$ cat src/rtl/bcd_seg_scan_pkg.sv
// Shared display definitions: active-low segment codes, digit-select idle value
// and the digit index type used by the scanner. Other display blocks import these.
package bcd_seg_scan_pkg;

  // Segment patterns, active-low, ordered {dp,g,f,e,d,c,b,a}; dp stays off.
  localparam logic [7:0] SEG_0     = 8'hC0;
  localparam logic [7:0] SEG_1     = 8'hF9;
  localparam logic [7:0] SEG_2     = 8'hA4;
  localparam logic [7:0] SEG_3     = 8'hB0;
  localparam logic [7:0] SEG_4     = 8'h99;
  localparam logic [7:0] SEG_5     = 8'h92;
  localparam logic [7:0] SEG_6     = 8'h82;
  localparam logic [7:0] SEG_7     = 8'hF8;
  localparam logic [7:0] SEG_8     = 8'h80;
  localparam logic [7:0] SEG_9     = 8'h90;
  localparam logic [7:0] SEG_BLANK = 8'hFF;
  localparam logic [7:0] SEG_DASH  = 8'hBF;

  // All digit enables released (active-low).
  localparam logic [2:0] SEL_OFF   = 3'b111;

  // Which digit the scanner is currently dwelling on. DIG_INVALID is never
  // entered in normal operation; the scanner recovers from it to units.
  typedef enum logic [1:0] {
    DIG_UNITS    = 2'd0,
    DIG_TENS     = 2'd1,
    DIG_HUNDREDS = 2'd2,
    DIG_INVALID  = 2'd3
  } digit_e;

endpackage

$ cat src/rtl/bcd_to_seg.sv
// Combinational BCD nibble to active-low 7-segment decoder with a blank override.
// Non-decimal nibbles show a dash rather than raising any error.
module bcd_to_seg
  import bcd_seg_scan_pkg::*;
(
  input  logic [3:0] nibble_i,
  input  logic       blank_i,
  output logic [7:0] seg_o
);

  // Blank wins over the digit value; otherwise look the nibble up.
  always_comb begin
    seg_o = SEG_DASH;
    if (blank_i) begin
      seg_o = SEG_BLANK;
    end else begin
      case (nibble_i)
        4'd0:    seg_o = SEG_0;
        4'd1:    seg_o = SEG_1;
        4'd2:    seg_o = SEG_2;
        4'd3:    seg_o = SEG_3;
        4'd4:    seg_o = SEG_4;
        4'd5:    seg_o = SEG_5;
        4'd6:    seg_o = SEG_6;
        4'd7:    seg_o = SEG_7;
        4'd8:    seg_o = SEG_8;
        4'd9:    seg_o = SEG_9;
        default: seg_o = SEG_DASH;
      endcase
    end
  end

endmodule

$ cat src/rtl/bcd_seg_scan.sv
// Multiplexed common-anode 3-digit 7-segment scanner. A loaded BCD word sits in
// a shadow register and is only promoted to the displayed value when the scan
// wraps from hundreds back to units, so one scan never mixes two values.
module bcd_seg_scan
  import bcd_seg_scan_pkg::*;
#(
  parameter int SCAN_DIV = 50000,
  parameter int CNT_W    = 16,
  parameter int BLANK_LZ = 1
) (
  input  logic        clk,
  input  logic        rst_n,
  input  logic        load,
  input  logic [11:0] bcd_in,
  output logic [2:0]  sel,
  output logic [7:0]  seg
);

  logic [CNT_W-1:0] cnt_q, cnt_d;
  digit_e           idx_q, idx_d;
  logic [11:0]      shadow_q, shadow_d;
  logic [11:0]      active_q, active_d;
  logic [2:0]       sel_q, sel_d;
  logic [7:0]       seg_q, seg_d;
  logic             tick;
  logic             wrap;
  logic [3:0]       digitNibble;
  logic             digitBlank;

  assign tick = (cnt_q == CNT_W'(SCAN_DIV - 1));
  assign wrap = tick && (idx_q == DIG_HUNDREDS);

  // Dwell prescaler and digit index; an invalid index falls back to units.
  always_comb begin
    cnt_d = tick ? '0 : cnt_q + CNT_W'(1);
    idx_d = idx_q;
    if (idx_q == DIG_INVALID) begin
      idx_d = DIG_UNITS;
    end else if (tick) begin
      case (idx_q)
        DIG_UNITS: idx_d = DIG_TENS;
        DIG_TENS:  idx_d = DIG_HUNDREDS;
        default:   idx_d = DIG_UNITS;
      endcase
    end
  end

  // Capture into shadow; promote to active at scan wrap, same-cycle load taking priority.
  always_comb begin
    shadow_d = load ? bcd_in : shadow_q;
    active_d = wrap ? shadow_d : active_q;
  end

  // Pick the nibble for the current digit and decide leading-zero blanking.
  always_comb begin
    digitNibble = 4'd0;
    digitBlank  = 1'b1;
    case (idx_q)
      DIG_UNITS: begin
        digitNibble = active_q[3:0];
        digitBlank  = 1'b0;
      end
      DIG_TENS: begin
        digitNibble = active_q[7:4];
        digitBlank  = (BLANK_LZ != 0) && (active_q[11:4] == 8'h00);
      end
      DIG_HUNDREDS: begin
        digitNibble = active_q[11:8];
        digitBlank  = (BLANK_LZ != 0) && (active_q[11:8] == 4'h0);
      end
      default: begin
        digitNibble = 4'd0;
        digitBlank  = 1'b1;
      end
    endcase
  end

  bcd_to_seg u_decode (
    .nibble_i (digitNibble),
    .blank_i  (digitBlank),
    .seg_o    (seg_d)
  );

  // Digit enable for the current index; an out-of-range index enables nothing.
  always_comb begin
    sel_d = ~(3'b001 << idx_q);
  end

  // State and registered outputs; reset darkens the display immediately.
  always_ff @(posedge clk or negedge rst_n) begin
    if (!rst_n) begin
      cnt_q    <= '0;
      idx_q    <= DIG_UNITS;
      shadow_q <= 12'h000;
      active_q <= 12'h000;
      sel_q    <= SEL_OFF;
      seg_q    <= SEG_BLANK;
    end else begin
      cnt_q    <= cnt_d;
      idx_q    <= idx_d;
      shadow_q <= shadow_d;
      active_q <= active_d;
      sel_q    <= sel_d;
      seg_q    <= seg_d;
    end
  end

  assign sel = sel_q;
  assign seg = seg_q;

endmodule
$ cat config.mk
export PLATFORM = sky130hd
export DESIGN_NAME = bcd_seg_scan
export DESIGN_NICKNAME = d
export VERILOG_FILES = /design/src/rtl/bcd_seg_scan_pkg.sv /design/src/rtl/bcd_to_seg.sv /design/src/rtl/bcd_seg_scan.sv
export SDC_FILE = /design/constraint.sdc
export NUM_CORES = 1
export LEC_CHECK = 0
export CORE_ASPECT_RATIO = 2
export CORE_MARGIN = 1.5
export CORE_UTILIZATION = 45
export DETAILED_ROUTE_END_ITERATION = 6
export PLACE_DENSITY_LB_ADDON = 0.05
export SKIP_LAST_GASP = 1
export SLEW_MARGIN = 25
export SYNTH_ARGS = -nofsm -noshare
export SYNTH_HDL_FRONTEND = slang
export SYNTH_SLANG_ARGS = --single-unit
$ cat constraint.sdc
create_clock -name clk -period 3 [get_ports clk]
set_input_delay 0.9 -clock clk [delete_from_list [all_inputs] [get_ports clk]]
set_output_delay 0.9 -clock clk [all_outputs]
set_load 0.05 [all_outputs]
-- Word level (Yosys, flattened, before mapping)
Memory sizes are Yosys's and may differ from the RTL's.
Cells that the tools add are included.
- add/subtract/negate cells: 1
- equality and inequality tests: 4
- shift-type cells: 1
- multiplexer cells: 8
- bitwise operators: 1
- reductions and logical operators: 5
- operator list (cell ; count):
    16-bit by 1-bit adder with 16-bit output, second input constant ; 1
    16-bit equality test, second input constant ; 1
    16-bit 2-to-1 mux ; 1
    12-bit 2-to-1 mux ; 1
    4-bit case mux with 3 select lines ; 1
    8-bit zero test ; 1
    8-bit 2-to-1 mux ; 1
    2-bit equality test, second input constant ; 2
    4-bit zero test ; 1
    2-bit 2-to-1 mux ; 2
    2-bit case mux with 2 select lines ; 1
    3-bit NOT ; 1
    1-bit case mux with 3 select lines ; 1
    1-bit by 2-bit left shift with 3-bit output, first input constant ; 1
    2-bit by 1-bit equality test with 1-bit output, second input constant ; 1
    2-bit zero test ; 1
    2-bit nonzero test ; 1
    1-bit logical AND ; 1
- register bits: 53
- memory bits (read-only): 112
- input port bits: 15
- output and inout port bits: 11
- logic and storage cells: 27
- memories kept: 1
- memory list (name ; words ; width ; read ports ; clocked after memory_dff ; wr ports ; line ; text):
    (name not given) ; 16 ; 7 ; 1 ; 0 ; 0 ; bcd_to_seg.sv:17 ; case (nibble_i)

-- Logic depth before layout (Yosys ltp)
Gate-level depths: netlist (run 1).
- depth after elaboration: 4
- gate-level depth with buffers: 9
- depth with buffers taken out: 7

-- By module
A second synthesis (run 1) with hierarchy kept.
- cells, all modules: 194
- area, all modules: 2442.3 µm²
- modules (own cells, without submodules) (module ; times used ; cells each ; area an instance (µm²)):
    bcd_seg_scan ; 1 ; 157 ; 2195.9
    bcd_to_seg ; 1 ; 37 ; 246.5

-- Worst setup path after synthesis (run 1)
OpenSTA, ideal clock, no wires.
- path kind: in2reg
- start: in load
- end: reg active_q[10]
- library setup time: 0.125 ns
- arrival: 1.856 ns
- slack: 1.019 ns
- stages on the path: 3
- buffers on the path: 1
- cells stage by stage: buf_1 mux2_2 mux2_4
- longest elaborated chain between the ends: 1
- RTL lines (element ; line ; text):
    start: declaration ; bcd_seg_scan.sv:13 ; input logic load,
    12-bit 2-to-1 mux ; bcd_seg_scan.sv:50 ; shadow_d = load ? bcd_in : shadow_q;
    named net shadow_d[10] ; bcd_seg_scan.sv:21 ; logic [11:0] shadow_q, shadow_d;
    end signal: assignment ; bcd_seg_scan.sv:102 ; active_q <= active_d;
    end: declaration ; bcd_seg_scan.sv:22 ; logic [11:0] active_q, active_d;
The timed path passes the listed nets, and every way through them passes these cells.
A chain may end at the register's enable or synchronous reset.

-- Worst setup path in the final report (run 1)
- start: reg sel_q[2], in the netlist sel[2]
- end: out sel[2]
- RTL lines (element ; line ; text):
    start: declaration ; bcd_seg_scan.sv:23 ; logic [2:0] sel_q, sel_d;
    start signal: assignment ; bcd_seg_scan.sv:103 ; sel_q <= sel_d;
    end: declaration ; bcd_seg_scan.sv:15 ; output logic [2:0] sel,
No word-level cell between the ends.

==> results.py, run 1 <==
metrics = {
    "synthesis": {
        "synth_xor_xnor_area_share": 0.0470,
        "yosys.area_share.adder": 0.0310,
        "yosys_warnings": 0,
        "syn_inst": 183,
        "yosys.area.top_type": "dfrtp_1",
        "ys_async_sr_fraction": 1.00,
        "synth-simple-area-share": 0.112,
        "syn_area_per_cell_sq_um": 13.2,
        "synth_edf_count": 0,
        "synth_area_leaders": "dfrtp_1 (43%), dfstp_2 (11%), mux2_2 (6.5%), mux2_4 (6.2%), mux2i_1 (3.7%)",
        "ys_ff_latch": 52,
        "synth-compound-area-share": 0.0568,
        "synthFlopType": "dfrtp_1",
        "synth_nets": 204,
        "seq_area_frac_synth": 0.542,
        "synthMuxAreaShare": 0.164,
        "synth_top_family_by_area": "multiplexers",
        "yosysUniqueCellTypes": 43,
        "syn_area_sq_um": 2420,
        "synth_top_area_frac": 0.434,
    },
    "cts": {
        "cts-root-buf": "clkbuf_8",
        "cts_tree": "yes",
        "clk_pin_slew_ns": 0.09,
        "clock_path_buffers": 2,
        "ctsHoldBuffers": 0,
        "numCtsBuffers": 5,
        "h-tree-depth": 2,
        "cts.sinks": 52,
        "clk_latency_ns": 0.30,
        "cts_resized": 0,
        "post_cts_buffers": 0,
    },
    "detailed_routing": {
        "drc": 0,
        "vias_per_cell": 5.49,
        "vias": 1472,
        "firstDrtPassIters": 4,
        "wl_per_cell_um": 16.7,
        "totalWireLength_um": 4480,
        "antenna_left": 0,
        "drt-initial-drc-count": 22,
    },
    "critical_path": {
        "r2r_cells": 5,
        "path_cells": "clkdlybuf4s50_1",
        "worst-path-stages": 1,
        "required_ns": 2.10,
        "cp-endpoint": "sel[2]",
        "crit_fanout": 1,
        "reg2reg_slack_ns": 0.93,
        "end_kind": "primary output",
        "start_kind": "register",
        "arrival_ns": 1.62,
        "slowest_stage": "clkdlybuf4s50_1",
        "timing_worst_setup_path_type": "reg -> out",
        "crit_buf_inv": 1,
        "timing.rr.end": "active_q[10]",
        "critPathTopFamily": "buffers and inverters",
        "r2r_start": "cnt_q[0]",
        "crit_path_max_incr_delay_ns": 0.79,
        "critPathLaunch": "sel[2]",
    },
    "timing": {
        "fmax_mhz": 397,
        "setup_ws_ns": 0.482,
        "final_hold_viol_count": 0,
        "rsz0062_at_grt": "no",
        "finClkSkew_ns": 0.00875,
        "relSlewSlack": 0.468,
        "whs_ns": 0.502,
        "setup_violations": 0,
        "slew_violations": 0,
        "period_minus_slack_ns": 2.52,
        "tns_ns": 0,
        "tightest_slew_ns": 0.791,
        "finalCritPeriodShare": 0.839,
    },
    "global_route": {
        "grt_pass1_vias": 1581,
        "grt_pass1_wl_um": 7360,
        "grt_use_total": 0.174,
        "gr-total-overflow": 0,
        "antenna_found_initial": 0,
        "grt_max_degree": 45,
    },
    "floorplanning": {
        "die_h_um": 107,
        "io_pins": 26,
        "core-area_sq_um": 5180,
        "initial_core_util": 0.467,
        "die-area_sq_um": 5860,
        "row_count": 37,
        "die_w_um": 54.9,
    },
    "final_layout": {
        "layout.cells.non_filler": 268,
        "antenna_cells": 0,
        "final_nets": 230,
        "drive_above_1_share": 0.257,
        "fillers": 474,
        "syn_to_final_growth_pct": 14.3,
    },
    "place": {
        "gp_congestion": 0.758,
        "place_ws_ns": 0.444,
        "port-buffer-count": 24,
        "dp_hpwl_um": 3310,
        "dp_cells": 260,
    },
    "status": {
        "status": "finished clean",
    },
    "run": {
        "maxCapViolations": 0,
    },
    "power": {
        "powerDensity_nw_per_um2": 474,
        "power_w": 0.00131,
        "vdd_drop_max_mv": 0.366,
        "p_leak_nw": 1.22,
    },
    "worst_hold_path": {
        "min_path_type": "reg -> reg",
    },
}
cell usage in the layout, fill, tap and decap left out, types with 2 or more instances in the layout:
master	n
inv_1	8
and3_1	2
buf_4	4
ha_1	6
and4bb_2	2
nor4_1	3
o211ai_1	5
xnor2_1	7
dfrtp_1	42
mux2_4	10
o21ai_0	3
dfstp_2	10
mux2_2	14
nand3_1	5
nand4_1	4
nand2b_1	3
nand2_1	6
mux2i_1	9
xor2_1	6
o2bb2ai_1	3
nor2_1	10
clkinv_2	2
clkdlybuf4s50_1	23
clkbuf_8	6
power by group:
part / total, W / switching, W / internal [W]
clock: 0.000407 / 0.000222 / 0.000185
combinational: 0.000154 / 0.0000843 / 0.0000693
sequential: 0.000753 / 0.0000132 / 0.000740
layer usage:
layer  share of wire  up-vias  GRT usage
met2            0.59       22      0.319
met4           0.016        0     0.0589
met3           0.027        6     0.0306
met1            0.37      753      0.186
met5               0        -          0
li1                -      691          -
Yosys cell counts, types with 3 or more instances:
cell,instances
dfrtp_1,42
dfstp_2,10
ha_1,6
inv_1,8
mux2_2,14
mux2_4,10
mux2i_1,9
nand2_1,6
nand2b_1,3
nand3_1,5
nand4_1,4
nor2_1,10
nor4_1,3
o211ai_1,5
o21ai_0,3
o2bb2ai_1,3
xnor2_1,7
xor2_1,6
how the worst min path moves through the flow:
stage                startpoint     endpoint  slack, ns  cells after the start
floorplan              cnt_q[0]     cnt_q[0]       0.45                      1
global placement    shadow_q[0]  shadow_q[0]       0.48                      1
detailed placement  shadow_q[6]  shadow_q[6]       0.49                      1
CTS                 shadow_q[6]  shadow_q[6]       0.51                      1
global route           cnt_q[7]     cnt_q[7]       0.52                      1
finish                 cnt_q[0]     cnt_q[0]       0.50                      1
layout make-up:
type	count	area, sq um	area share
timing repair buffer	27	260	0.0940
clock buffer	6	82.6	0.0298
inverter	8	30.0	0.0108
clock inverter	2	10.0	0.00361
sequential	52	1310	0.474
tap	58	72.6	0.0262
multi-input combinational	115	1000	0.361
kinds of logic (layout without fill, tap and decap cells):
family,after synthesis,count (layout)
flip-flops,52,52
AND/OR/NAND/NOR,44,44
multiplexers,33,33
AO/OA/AOI/OAI,18,18
buffers and inverters,16,43
XOR/XNOR,13,13
adder cells (fa/ha/maj),6,6
other,1,1
metrics by stage:
stage	utilization	instance area (sq um)
2_1_floorplan	-	2420
6_report	0.534	2770
5_1_grt	0.534	2770
4_1_cts	0.534	2770
3_5_place_dp	0.516	2670
3_3_place_gp	0.516	2670
registers in the layout (all words and copies together) (netlist names):
signal / cells
idx_q: 2
active_q: 12
sel: 3
cnt_q: 16
shadow_q: 12
seg: 7
No activity file was read; power rests on OpenSTA's default activity.
==> inputs of run 2 (changes only) <==
- clock period: 3 -> 2.3 ns (I/O delays scaled with it)
==> results.py, run 2 (synthesized netlist as in run 1, its figures left out) <==
metrics = {
    "global_route": {
        "antenna_found_initial": 0,
        "grt_max_degree": 33,
        "grt_pass1_vias": 1519,
        "grt_pass1_wl_um": 7340,
        "gr-total-overflow": 0,
        "grt_use_total": 0.174,
    },
    "final_layout": {
        "finish.instance_area_sq_um": 2770,
        "drive_above_1_share": 0.300,
        "layout_commonest_cell": "dfrtp_1",
        "top_regs": "cnt_q x16, active_q x12, shadow_q x12",
        "fillers": 471,
        "regMostFlops": "cnt_q",
        "final_cell_mix": "dfrtp_1 (42), mux2_2 (14), clkdlybuf4s50_1 (13), buf_4 (12)",
        "largest_reg_flops": 16,
        "syn_to_final_growth_pct": 14.3,
        "final_nets": 231,
        "layout.cells.non_filler": 268,
        "fin_util": 0.534,
        "antenna_cells": 0,
    },
    "floorplanning": {
        "core-area_sq_um": 5180,
        "initial_core_util": 0.467,
        "die_w_um": 54.9,
        "io_pins": 26,
        "row_count": 37,
        "die-area_sq_um": 5860,
        "die_h_um": 107,
    },
    "cts": {
        "clock_path_buffers": 2,
        "cts_resized": 0,
        "ctsHoldBuffers": 0,
        "clk_pin_slew_ns": 0.09,
        "cts.sinks": 52,
        "h-tree-depth": 2,
        "cts-root-buf": "clkbuf_8",
        "post_cts_buffers": 0,
        "cts_tree": "yes",
        "clk_latency_ns": 0.30,
        "numCtsBuffers": 5,
    },
    "power": {
        "p_leak_nw": 1.24,
        "power_w": 0.00169,
        "vdd_drop_max_mv": 0.402,
        "powerDensity_nw_per_um2": 612,
    },
    "timing": {
        "rsz0062_at_grt": "no",
        "fmax_mhz": 529,
        "final_hold_viol_count": 0,
        "tns_ns": 0,
        "finClkSkew_ns": 0.00257,
        "tightest_slew_ns": 0.697,
        "finalCritPeriodShare": 0.822,
        "setup_violations": 0,
        "period_minus_slack_ns": 1.89,
        "relSlewSlack": 0.531,
        "slew_violations": 0,
    },
    "critical_path": {
        "reg2reg_slack_ns": 0.41,
        "required_ns": 2.50,
        "critPathLaunch": "idx_q[0]",
        "timing_worst_setup_path_type": "reg -> reg",
        "r2r_cells": 6,
        "timing.rr.end": "seg[3]",
        "crit_fanout": 10,
        "end_kind": "register",
        "arrival_ns": 2.09,
        "r2r_start": "idx_q[0]",
        "start_kind": "register",
    },
    "worst_hold_path": {
        "min_path_type": "in -> async",
    },
    "detailed_routing": {
        "firstDrtPassIters": 4,
        "totalWireLength_um": 4360,
        "vias_per_cell": 5.32,
        "drt-initial-drc-count": 10,
        "wl_per_cell_um": 16.3,
        "drc": 0,
        "vias": 1426,
        "antenna_left": 0,
    },
    "place": {
        "placed_area_sq_um": 2680,
        "dp_cells": 261,
        "dp_hpwl_um": 3300,
        "gp_congestion": 0.761,
        "port-buffer-count": 24,
    },
    "run": {
        "maxCapViolations": 0,
    },
    "status": {
        "status": "finished clean",
    },
}
run 2: through the flow:
stage / hold WS [ns] / setup slack, ns
5_1_grt: 0.372 / 0.150
4_1_cts: 0.350 / 0.354
2_1_floorplan: 0.394 / 0.529
3_3_place_gp: 0.469 / 0.208
3_5_place_dp: 0.484 / 0.199
6_report: 0.344 / 0.409
run 2: cell type report:
class	count	area, sq um	area share
Inverter	8	30.0	0.0108
Clock inverter	1	3.75	0.00136
Clock buffer	6	82.6	0.0298
Multi-Input combinational cell	115	1000	0.361
Timing Repair Buffer	28	265	0.0958
Sequential cell	52	1310	0.475
Tap cell	58	72.6	0.0262
run 2: routing by layer:
| metal | vias to the layer above | share of wire | GRT usage |
|---|---|---|---|
| li1 | 690 | - | - |
| met1 | 706 | 0.36 | 0.191 |
| met2 | 23 | 0.59 | 0.310 |
| met3 | 7 | 0.029 | 0.0306 |
| met4 | 0 | 0.022 | 0.0679 |
| met5 | - | 0 | 0 |
run 2: worst max path at each step:
stage / end
finish: seg[3]
CTS: seg[3]
global route: seg[3]
floorplan: active_q[10]
detailed placement: active_q[8]
global placement: active_q[5]
run 2: power breakdown:
part / internal (W) / total, W / switching, W
clock: 0.000235 / 0.000513 / 0.000278
sequential: 0.000965 / 0.000982 / 0.0000166
combinational: 0.0000901 / 0.000200 / 0.000110
total: 0.00129 / 0.00169 / 0.000405
run 2: critical path: stages (launching register included):
cell,delay (ns)
dfrtp_1,0.61
mux2i_1,0.17
o2bb2ai_1,0.33
inv_1,0.14
ha_1,0.31
mux2i_1,0.14
o211ai_1,0.10
